`config.mk`:
```
export PLATFORM = sky130hd
export DESIGN_NAME = pe_dbuf_mac
export DESIGN_NICKNAME = d
export VERILOG_FILES = /design/src/rtl/pe_dbuf_mac.sv
export SDC_FILE = /design/constraint.sdc
export NUM_CORES = 1
export LEC_CHECK = 0
export CORE_UTILIZATION = 55
export DETAILED_ROUTE_END_ITERATION = 7
export HOLD_SLACK_MARGIN = 0.06
export PLACE_DENSITY = 0.77
export REMOVE_ABC_BUFFERS = 1
export SLEW_MARGIN = 5
export SYNTH_ARGS = -nofsm -noshare
export SYNTH_HDL_FRONTEND = slang
export SYNTH_SLANG_ARGS = --single-unit
export TNS_END_PERCENT = 1
```
`constraint.sdc`:
```
create_clock -name clk -period 14.3 [get_ports clk]
set_input_delay 2.86 -clock clk [delete_from_list [all_inputs] [get_ports clk]]
set_output_delay 2.86 -clock clk [all_outputs]
set_load 0.01 [all_outputs]
```
`src/rtl/pe_dbuf_mac.sv`:
```
// Weight-stationary systolic PE with a double-buffered weight (daisy-chained shadow, broadcast
// swap), valid-qualified activation/psum paths, signed/unsigned MAC, saturation and sticky ovf.
module pe_dbuf_mac #(
  parameter int unsigned D_W    = 8,
  parameter int unsigned A_W    = 24,
  parameter bit          SIGNED = 1'b1,
  parameter bit          SAT    = 1'b1
) (
  input  logic           clk,
  input  logic           rst,
  input  logic [D_W-1:0] left_in,
  input  logic           left_valid,
  output logic [D_W-1:0] right_out,
  output logic           right_valid,
  input  logic [D_W-1:0] weight_in,
  input  logic           w_shift,
  input  logic           w_swap,
  output logic [D_W-1:0] weight_out,
  input  logic [A_W-1:0] psum_in,
  input  logic           psum_valid_in,
  output logic [A_W-1:0] psum_out,
  output logic           psum_valid_out,
  input  logic           ovf_clr,
  output logic           ovf
);

  localparam int unsigned PW  = 2 * D_W;
  localparam int unsigned EXT = A_W + 1 - PW;

  logic [D_W-1:0] r_right;
  logic           r_right_valid;
  logic [D_W-1:0] r_shadow;
  logic [D_W-1:0] r_active;
  logic [A_W-1:0] r_psum;
  logic           r_psum_valid;
  logic           r_ovf;

  logic [PW-1:0]  w_a_x;
  logic [PW-1:0]  w_w_x;
  logic [PW-1:0]  w_prod;
  logic [A_W:0]   w_prod_x;
  logic [A_W-1:0] w_add;
  logic [A_W:0]   w_add_x;
  logic [A_W:0]   w_sum;
  logic           w_ovf;
  logic [A_W-1:0] w_sat_val;
  logic [A_W-1:0] w_mac;

  // Operands are extended to PW bits first, so the low PW bits of the product are exact
  // for both signed and unsigned operation.
  always_comb begin
    w_a_x    = {{D_W{SIGNED & left_in[D_W-1]}}, left_in};
    w_w_x    = {{D_W{SIGNED & r_active[D_W-1]}}, r_active};
    w_prod   = w_a_x * w_w_x;
    w_prod_x = {{EXT{SIGNED & w_prod[PW-1]}}, w_prod};
    w_add    = psum_valid_in ? psum_in : '0;
    w_add_x  = {SIGNED & w_add[A_W-1], w_add};
    w_sum    = w_add_x + w_prod_x;
    if (SIGNED) begin
      w_ovf     = w_sum[A_W] ^ w_sum[A_W-1];
      w_sat_val = w_sum[A_W] ? {1'b1, {(A_W-1){1'b0}}} : {1'b0, {(A_W-1){1'b1}}};
    end else begin
      w_ovf     = w_sum[A_W];
      w_sat_val = '1;
    end
    w_mac = (SAT && w_ovf) ? w_sat_val : w_sum[A_W-1:0];
  end

  always_ff @(posedge clk) begin
    if (rst) begin
      r_right       <= '0;
      r_right_valid <= 1'b0;
      r_shadow      <= '0;
      r_active      <= '0;
      r_psum        <= '0;
      r_psum_valid  <= 1'b0;
      r_ovf         <= 1'b0;
    end else begin
      r_right       <= left_in;
      r_right_valid <= left_valid;
      if (w_shift) r_shadow <= weight_in;
      // Swap sees the pre-edge shadow, so shift+swap promotes the old value.
      if (w_swap)  r_active <= r_shadow;
      r_psum        <= left_valid ? w_mac : w_add;
      r_psum_valid  <= psum_valid_in | left_valid;
      r_ovf         <= (left_valid & w_ovf) | (r_ovf & ~ovf_clr);
    end
  end

  assign right_out      = r_right;
  assign right_valid    = r_right_valid;
  assign weight_out     = r_shadow;
  assign psum_out       = r_psum;
  assign psum_valid_out = r_psum_valid;
  assign ovf            = r_ovf;

endmodule

```
==> qor.yml <==
drc_errors: 0
grt_first_pass_wirelength_mm: 25.9
max_slew_margin_pct: 23.0
fp.dieW_um: 112
synth_top_area_share_pct: 32.3
cts_setup_buffers: 0
final_cell_area_mm2: 0.00783
dieHeight_um: 112
grt_use_total_pct: 26.5
tns_ns: 0
critical_path_required_ns: 14.44
dp.cells: 881
ys_warn_count: 0
busiest_layer: "met2"
ir_drop_uv: 59.3
synth_area_leader_cell: "fa_1"
drive_above_1_share_pct: 9.38
cts_root_buf: "clkbuf_16"
drtIter0Drc: 214
power.leakage_nw: 3.72
hold_end: "r_active[7]"
start_util_pct: 57.5
powerDensity_mw_per_mm2: 82.2
finalHoldViolCount: 0
synth_seq_cells: 51
holdBufCountCts: 0
synthArstFlopShare_pct: 0
grt_overflow: 0
yosysMostFrequentCell: "fa_1"
area_delta_synth_final_pct: 16.9
grt_pass1_vias: 5338
worst_slack_ns: 5.12
fin_nets: 956
numCtsBuffers: 5
r2r.worst_path.cells: 16
min_period_ns: 9.18
clock_latency_ns: 0.32
yosys-top-cells-count: "fa_1 (108), inv_1 (103), ha_1 (56), and2_1 (54)"
synthFlopType: "dfxtp_1"
ff_latch_area_mm2: 0.00102
placed_area_mm2: 0.00768
cts_buffer_depth: 2
met1_usage_pct: 32.5
min_from: "weight_out[7]"
antenna_found_initial: 0
whs_path_depth: 2
reg2reg_from: "r_active[1]"
cp-start-kind: "primary input"
dieArea_mm2: 0.0126
post-route-period-util_pct: 64.2
clk_pin_slew_ns: 0.09
synth_cells: 669
reg2reg_slack_ns: 7.66
cts_resized: 0
wl_mm: 15.6
critPathMaxFanout: 18
rsz0062_at_grt: "no"
antenna_cells: 0
r2r_end: "psum_out[2]"
ioPinCount: 90
synth_area_per_cell_um2: 10.0
final.setup_skew_ns: 0.0167
dr_total_vias: 4864
multi_input_area_mm2: 0.00517
status: "completed"
cts_sinks: 51
final_util_pct: 67.2
place_congestion: 0.897
finalNonFillerCells: 889
core_area_mm2: 0.0117
fill_cells: 948
met2_usage_pct: 47.2
wl_per_cell_um: 17.5
yosysUniqueCellTypes: 57
grt_max_degree: 52
drv_slew: 0
num_rows: 39
yosys-top-cells-area: "fa_1 (32%), dfxtp_1 (15%), ha_1 (10%), inv_1 (5.8%), and2_1 (5.0%)"
crit_arrival_ns: 9.32
cts_max_level: 2
io_buffers: 89
syn_area_mm2: 0.00670
hold_path.class: "reg -> reg"
setup-violations-final: 0
synth-seq-area-share_pct: 15.2
worstSetupPathType: "in -> reg"
max_cap_viol_count: 0
synth-edff-count: 0
met3_usage_pct: 4.75
hold_ws_ns: 0.521
fmax_mhz: 109
finalPower_mw: 0.644
cp-end-kind: "flop"
tightest_slew_ns: 1.16
hpwl_mm: 12.2
viasPerCell: 5.47
cts_tree: "yes"
ant_nets: 0
dr.pass1.iters: 4
place_ws_ns: 4.86
-- layout by cell type, fill, tap and decap left out, drive strengths merged, types with 19 or more instances in the layout --
cell type      Yosys  routed
a21oi             19      19
nor2              51      51
inv              103     104
dfxtp             51      51
nand2             39      39
maj3              23      23
clkdlybuf4s50      0      87
and2              54      54
a211oi            27      27
ha                56      56
fa               108     108
-- metal layers --
layer | vias to the layer above | share of wire [%]
li1 | 2304 | -
met1 | 2410 | 42
met2 | 124 | 51
met3 | 26 | 5.0
met4 | 0 | 2.1
met5 | - | 0
-- sequential cells by signal, indices dropped and copies added, names as in the netlist --
signal / flops
r_active: 8
ovf: 1
weight_out: 8
right_valid: 1
psum_out: 24
psum_valid_out: 1
right_out: 8
-- layout make-up --
cell class              instances  area share (%)
clock buffers                   5            1.60
clock inverters                 3           0.367
inverters                     104            4.98
multi-input cells             489            66.0
flip-flops and latches         51            13.0
well taps                     143            2.28
repair buffers                 94            11.7
-- power by group --
part,switching (mW),internal (mW)
clock,0.0682,0.0672
combinational,0.184,0.161
sequential,0.00680,0.157
total,0.259,0.385
-- critical path: stages --
cell and delay [ns]:
clkdlybuf4s50_1 0.62, and2_1 0.85, fa_1 0.60, fa_1 0.52, fa_1 0.57, fa_1 0.42, ha_1 0.30, ha_1 0.36
a2111oi_2 0.51, a21oi_4 0.07, o211ai_4 0.12, a21o_1 0.21, a2111oi_4 0.10, a311oi_4 0.50, buf_4 0.38, maj3_2 0.26
a211oi_2 0.06
-- logic make-up after synthesis --
group	after synthesis	share of synthesized area [%]
adder cells (fa/ha/maj)	187	46.6
AND/OR/NAND/NOR	173	12.9
buffers and inverters	129	7.63
AO/OA/AOI/OAI	89	12.1
flip-flops	51	15.2
XOR/XNOR	22	2.87
multiplexers	18	2.69
-- worst max path at each step --
stage | from | to | slack (ns) | cells after the start
floorplan | left_in[7] | psum_out[6] | 5.69 | 17
global placement | left_in[7] | psum_out[2] | 5.13 | 17
detailed placement | left_in[7] | psum_out[18] | 4.86 | 17
CTS | left_in[7] | psum_out[1] | 5.14 | 17
global route | left_in[7] | psum_out[2] | 4.88 | 19
finish | left_in[7] | psum_out[2] | 5.12 | 17
(Power assumes the default switching activity.)
